--- config.mk ---
export PLATFORM = sky130hd
export DESIGN_NAME = seg_scan_driver
export DESIGN_NICKNAME = d
export VERILOG_FILES = /design/src/rtl/seg_scan_driver.sv
export SDC_FILE = /design/constraint.sdc
export NUM_CORES = 1
export LEC_CHECK = 0
export CORE_UTILIZATION = 50
export DETAILED_ROUTE_END_ITERATION = 8
export PLACE_DENSITY = 0.77
export SLEW_MARGIN = 20
export SYNTH_ARGS = -nofsm -noshare
export SYNTH_HDL_FRONTEND = slang
export SYNTH_SLANG_ARGS = --single-unit
--- constraint.sdc ---
create_clock -name clk -period 4 [get_ports clk]
set_input_delay 0.6 -clock clk [delete_from_list [all_inputs] [get_ports clk]]
set_output_delay 0.6 -clock clk [all_outputs]
set_load 0.1 [all_outputs]
--- src/rtl/seg_scan_driver.sv ---
// Time-multiplexed 8-digit seven-segment scan controller. It double-buffers the
// display word so that new values are applied only at frame boundaries.
module seg_scan_driver #(
  parameter int SCAN_DIV = 100000
) (
  input  logic        clk,
  input  logic        rst_n,
  input  logic [31:0] value_in,
  input  logic        load,
  input  logic [7:0]  dp_in,
  input  logic [7:0]  digit_en,
  output logic [3:0]  nibble_out,
  output logic [7:0]  digit_sel,
  output logic        dp_out,
  output logic        frame_done,
  output logic        pending
);

  localparam int PW = (SCAN_DIV > 2) ? $clog2(SCAN_DIV) : 1;

  logic [PW-1:0] presc_q, presc_d;
  logic [2:0]    idx_q, idx_d;
  logic [31:0]   active_val_q, active_val_d;
  logic [7:0]    active_dp_q, active_dp_d;
  logic [31:0]   shadow_val_q, shadow_val_d;
  logic [7:0]    shadow_dp_q, shadow_dp_d;
  logic          pending_q, pending_d;
  logic [3:0]    nibble_q, nibble_d;
  logic [7:0]    sel_q, sel_d;
  logic          dp_q, dp_d;
  logic          frame_done_q, frame_done_d;
  logic          tick, wrap;

  assign tick = (presc_q == PW'(SCAN_DIV - 1));
  assign wrap = tick && (idx_q == 3'd7);

  always_comb begin
    presc_d      = tick ? '0 : presc_q + PW'(1);
    idx_d        = idx_q;
    nibble_d     = nibble_q;
    sel_d        = sel_q;
    dp_d         = dp_q;
    frame_done_d = wrap;
    active_val_d = active_val_q;
    active_dp_d  = active_dp_q;
    shadow_val_d = shadow_val_q;
    shadow_dp_d  = shadow_dp_q;
    pending_d    = pending_q;

    if (tick) begin
      nibble_d = active_val_q[idx_q*4 +: 4];
      dp_d     = active_dp_q[idx_q];
      sel_d    = digit_en[idx_q] ? (8'b1 << idx_q) : 8'h00;
      idx_d    = (idx_q == 3'd7) ? 3'd0 : idx_q + 3'd1;
    end

    // A load coinciding with the wrap bypasses the shadow straight to active.
    if (wrap) begin
      if (load) begin
        active_val_d = value_in;
        active_dp_d  = dp_in;
      end else if (pending_q) begin
        active_val_d = shadow_val_q;
        active_dp_d  = shadow_dp_q;
      end
      pending_d = 1'b0;
    end

    if (load) begin
      shadow_val_d = value_in;
      shadow_dp_d  = dp_in;
      if (!wrap) pending_d = 1'b1;
    end
  end

  always_ff @(posedge clk or negedge rst_n) begin
    if (!rst_n) begin
      presc_q      <= '0;
      idx_q        <= '0;
      active_val_q <= '0;
      active_dp_q  <= '0;
      shadow_val_q <= '0;
      shadow_dp_q  <= '0;
      pending_q    <= 1'b0;
      nibble_q     <= '0;
      sel_q        <= '0;
      dp_q         <= 1'b0;
      frame_done_q <= 1'b0;
    end else begin
      presc_q      <= presc_d;
      idx_q        <= idx_d;
      active_val_q <= active_val_d;
      active_dp_q  <= active_dp_d;
      shadow_val_q <= shadow_val_d;
      shadow_dp_q  <= shadow_dp_d;
      pending_q    <= pending_d;
      nibble_q     <= nibble_d;
      sel_q        <= sel_d;
      dp_q         <= dp_d;
      frame_done_q <= frame_done_d;
    end
  end

  assign nibble_out = nibble_q;
  assign digit_sel  = sel_q;
  assign dp_out     = dp_q;
  assign frame_done = frame_done_q;
  assign pending    = pending_q;

endmodule

==> results_dict.tcl, run 1 <==
set metrics [dict create \
    run_status "finished, final reports clean" \
    critPathTopFamily "simple AND/OR/NAND/NOR gates" \
    drv_slew 0 \
    min_period_ns 2.77 \
    irDropWorstVdd_mv 0.326 \
    grt_pass1_wl_um 16200 \
    crit_slowest_cell "nand3b_1" \
    crit_path_max_fanout 24 \
    routed_wl_um 9600 \
    max-clock-path-buffers 2 \
    ys_seq_area_frac 0.575 \
    start_util 0.514 \
    insertion_delay_ns 0.50 \
    antenna_found_initial 0 \
    cts_sinks 115 \
    setup.worst_path.start_class "register" \
    clk_pin_slew_ns 0.06 \
    cpPeakStageDelay_ns 0.61 \
    cts_resized 0 \
    finalHoldViolCount 0 \
    die_area_um2 10400 \
    routed.top_layer "met4" \
    viasPerCell 5.29 \
    holdBufCountCts 0 \
    port_buffers 65 \
    worstPathCellList "ha_1, nand4_1, nand3b_1, nor4b_4, buf_4, mux2_2" \
    p_sw_frac 0.191 \
    ios 66 \
    htreeDepth 4 \
    crit_type "register to register" \
    wl_met3_um 363 \
    p_int_mw 2.41 \
    drc_errors 0 \
    die_y_um 102 \
    fin_area_um2 6380 \
    num-nets-final 479 \
    setup_ws_ns 1.23 \
    first_pass_iters 5 \
    setup-violations-final 0 \
    hold_class "input pin to asynchronous set/reset pin" \
    fmax_mhz 361 \
    startpoint "presc_q[0]" \
    place_hpwl_um 6250 \
    vias 3001 \
    required_ns 4.38 \
    drive_above_1_share 0.311 \
    avgSynthCellArea_um2 14.2 \
    yosys_warnings 0 \
    final_cell_mix "dfrtp_1, mux2_2, clkdlybuf4s50_1" \
    pre_cts_slack_ns 1.31 \
    gp_congestion 0.798 \
    pwr-share-clk 0.544 \
    numCtsBuffers 17 \
    die_w_um 102 \
    endpoint_kind "register" \
    power_mw 2.98 \
    grt_max_degree 78 \
    fin_crit_sh 0.693 \
    placed_area_um2 5740 \
    path_buf_inv 1 \
    skew_ns 0.00932 \
    power.leakage_nw 2.72 \
    drtIter0Drc 115 \
    synth_nets 409 \
    layoutNonFillerInstCount 567 \
    layout_commonest_cell "dfrtp_1" \
    core_um2 9730 \
    post_drt_wl_per_cell_um 16.9 \
    p_seq_frac 0.408 \
    cts_tree "yes" \
    num_rows 36 \
    pwr-share-comb 0.049 \
    holdWs_ns 0.242 \
    grt_pass1_vias 3258 \
    p_sw_uw 569 \
    r2r-start "presc_q[0]" \
    p_per_area_nw_per_um2 467 \
    syn_inst 351 \
    fin_util 0.656 \
    wl_met2_um 4860 \
    grt_overflow_total 0 \
    dp_cells 535 \
    syn_area_um2 5000 \
    arrival_ns 3.16 \
    ys_seq_elements 115 \
    tns_ns 0 \
    m1WireLength_um 4270 \
    ys_types 36 \
    postCtsSetupBuffers 0 \
    slew_headroom 0.349 \
    worstMarginPinSlew_ns 0.974 \
    rsz0062_at_grt "false" \
    area_delta_synth_final_pct 27.5 \
    antennaDiodeCount 0 \
    drv_cap 0 \
    track_usage 0.210 \
    cts_root_buf "clkbuf_8" \
    ant_nets 0 \
]
[registers in the layout, indices dropped and copies added (netlist names)]
name	flops
dp_out	1
active_val_q	32
digit_sel	8
shadow_val_q	32
shadow_dp_q	8
frame_done	1
idx_q	3
pending	1
presc_q	17
nibble_out	4
active_dp_q	8
[worst paths after layout]
path	end	slack [ns]	cells after the start
setup / recovery	active_val_q[31]	1.23	6
setup reg to reg	active_val_q[31]	1.23	6
max in group asynchronous	nibble_out[0]	2.91	2
min in group clk	shadow_val_q[1]	0.49	1
hold reg to reg	shadow_val_q[1]	0.49	1
hold / removal	presc_q[13]	0.24	1
[power groups by stage]
stage / logic [mW] / clock network [mW] / registers, mW
after global placement: 0.145 / 0 / 1.23
after floorplan: 0.0604 / 0 / 1.23
after CTS: 0.149 / 1.64 / 1.21
final: 0.145 / 1.62 / 1.21
after global routing: 0.161 / 1.70 / 1.22
after detailed placement: 0.149 / 0 / 1.23
[final cells by class]
class	instances	area [um2]
clock buffers	23	467
clock inverters	9	175
fillers	736	3350
inverters	9	33.8
multi-input cells	207	1970
flip-flops and latches	115	2880
well taps	133	166
repair buffers	71	688
[cells in the mapped netlist]
cell type	count	share of area
dfrtp_1	115	0.58
mux2_2	74	0.17
o21ai_0	17	0.017
nor2_1	15	0.011
mux4_2	11	0.050
xnor2_1	11	0.019
mux2_4	10	0.030
inv_1	9	0.0068
o21ai_1	9	0.0090
ha_1	7	0.018
nand3_1	7	0.0070
o31ai_1	6	0.0090
buf_1	5	0.0038
buf_6	5	0.011
clkbuf_1	5	0.0038
mux2i_1	5	0.010
nand2_1	5	0.0038
nand4_1	5	0.0063
buf_2	4	0.0040
nor4_1	3	0.0038
xor2_1	3	0.0053
and2_1	2	0.0025
and3_1	2	0.0025
nor3_1	2	0.0020
or3_1	2	0.0025
or4_1	2	0.0030
a21oi_1	1	0.0010
clkbuf_2	1	0.0010
nand2b_1	1	0.0013
nand3b_1	1	0.0015
nand3b_2	1	0.0023
nor2_2	1	0.0013
nor3b_1	1	0.0015
nor4b_4	1	0.0048
o211ai_1	1	0.0015
or2_1	1	0.0013
[worst reg2reg max path, stage by stage, from the launching register on]
cell and delay (ns):
dfrtp_1 0.42, ha_1 0.28, nand4_1 0.12, nand3b_1 0.61
nor4b_4 0.43, buf_4 0.40, mux2_2 0.40
[metal layers]
metal / vias to the layer above / global-route usage
met5: - / 0
met4: 0 / 0.0791
met3: 10 / 0.0554
met2: 71 / 0.347
met1: 1530 / 0.268
li1: 1390 / -
[logic make-up (layout without fill, tap and decap cells)]
| family | after synthesis | after routing | synth area share |
|---|---|---|---|
| AND/OR/NAND/NOR | 52 | 52 | 0.0583 |
| AO/OA/AOI/OAI | 34 | 34 | 0.0375 |
| multiplexers | 100 | 100 | 0.256 |
| flip-flops | 115 | 115 | 0.575 |
| adder cells (fa/ha/maj) | 7 | 7 | 0.0175 |
| buffers and inverters | 29 | 112 | 0.0305 |
| XOR/XNOR | 14 | 14 | 0.0245 |
Note: power is estimated with default switching activity, not from simulation.
==> run 2, diff against run 1 <==
- PLACE_DENSITY: 0.77 -> 0.8
- clock period: 4 -> 2.5 ns (I/O delays scaled with it)
==> results_dict.tcl, run 2 (synthesis gave the netlist of run 1 again) <==
set metrics [dict create \
    layout_commonest_cell "dfrtp_1" \
    routed_wl_um 9800 \
    multi_input_area_um2 1970 \
    ios 66 \
    drtIter0Drc 143 \
    htreeDepth 4 \
    place_hpwl_um 6300 \
    gp_congestion 0.828 \
    cpPeakStageDelay_ns 0.45 \
    antennaDiodeCount 0 \
    ant_nets 0 \
    post_drt_wl_per_cell_um 17.1 \
    die_w_um 102 \
    top_regs "active_val_q: 32 flops, shadow_val_q: 32 flops, presc_q: 17 flops" \
    core_um2 9730 \
    worstPathCellList "ha_1, nand4_1, nand3b_1, buf_4, or2_1, o31ai_1" \
    r2r-start "presc_q[0]" \
    die_area_um2 10400 \
    drc_errors 0 \
    grt_pass1_vias 3250 \
    layoutNonFillerInstCount 572 \
    skew_ns 0.0111 \
    fin_crit_sh 0.871 \
    power.leakage_nw 2.72 \
    crit_type "register to register" \
    antenna_found_initial 0 \
    insertion_delay_ns 0.52 \
    crit_path_max_fanout 19 \
    die_y_um 102 \
    drv_slew 0 \
    fmax_mhz 459 \
    worstMarginPinSlew_ns 0.587 \
    area_delta_synth_final_pct 26.9 \
    first_pass_iters 4 \
    clk_pin_slew_ns 0.06 \
    cts_root_buf "clkbuf_8" \
    cts_tree "yes" \
    fillers 736 \
    postCtsSetupBuffers 0 \
    required_ns 2.92 \
    tns_ns 0 \
    max-clock-path-buffers 2 \
    drv_cap 0 \
    num_rows 36 \
    vias 3058 \
    arrival_ns 2.59 \
    p_per_area_nw_per_um2 714 \
    fin_util 0.652 \
    start_util 0.514 \
    holdWs_ns 0.244 \
    min_from "load" \
    rsz0062_at_grt "false" \
    regArea_um2 2880 \
    num-nets-final 484 \
    grt_pass1_wl_um 15900 \
    slew_headroom 0.609 \
    track_usage 0.210 \
    finalHoldViolCount 0 \
    crit_slowest_cell "dfrtp_1" \
    port_buffers 65 \
    numCtsBuffers 17 \
    endpoint_kind "register" \
    grt_overflow_total 0 \
    min_period_ns 2.18 \
    cts_resized 0 \
    grt_max_degree 45 \
    hold_class "input pin to register" \
    final_cell_mix "dfrtp_1, mux2_2, clkdlybuf4s50_1" \
    setup-violations-final 0 \
    setup.worst_path.start_class "register" \
    dp_cells 539 \
    startpoint "presc_q[0]" \
    cts_sinks 115 \
    viasPerCell 5.35 \
    holdBufCountCts 1 \
    drive_above_1_share 0.355 \
    rrSetupSlack_ns 0.32 \
    run_status "finished, final reports clean" \
    irDropWorstVdd_mv 0.414 \
]
==> run 2: metrics by stage <==
| stage | area [um2] | power, mW | worst slack, ns |
|---|---|---|---|
| 3_3_place_gp | 5750 | 2.21 | 0.465 |
| 6_report | 6350 | 4.53 | 0.322 |
| 3_5_place_dp | 5750 | 2.22 | 0.355 |
| 2_1_floorplan | 5000 | 2.07 | 0.349 |
| 5_1_grt | 6350 | 4.67 | 0.170 |
| 4_1_cts | 6350 | 4.56 | 0.298 |
==> run 2: final cells by class <==
cell class | count | area share
sequential | 115 | 0.453
tap | 133 | 0.0262
multi-input combinational | 207 | 0.311
clock inverter | 13 | 0.0237
inverter | 9 | 0.00532
timing repair buffer | 76 | 0.113
clock buffer | 19 | 0.0680
==> run 2: where the power goes <==
part / leakage [nW] / internal, mW / switching, mW
Sequential: 1.45 / 1.93 / 0.0176
Combinational: 1.00 / 0.137 / 0.102
Clock: 0.268 / 1.46 / 0.890
==> run 2: worst max-delay path, delay by kind of cell, from the launching register on <==
kind                       cells  cell delay, ns
and+or+nand+nor                3            0.79
DFF                            1            0.45
adders and majority gates      1            0.27
AOI/OAI and AO/OA              1            0.33
buffers and inverters          1            0.24
==> run 2: path summary, 6_finish.rpt <==
path | cells after the start | endpoint
setup / recovery | 6 | digit_sel[4]
hold / removal | 3 | pending
setup reg to reg | 6 | digit_sel[4]
hold reg to reg | 1 | shadow_val_q[0]
max in group asynchronous | 3 | active_val_q[9]
min in group asynchronous | 2 | digit_sel[1]
==> run 2: routing by layer <==
layer	track usage	vias up	routed length, um	part of all wire
li1	-	1414	-	-
met1	0.249	1540	4220	0.43
met2	0.357	87	5000	0.51
met3	0.0568	17	404	0.041
met4	0.0956	0	176	0.018
met5	0	-	0	0
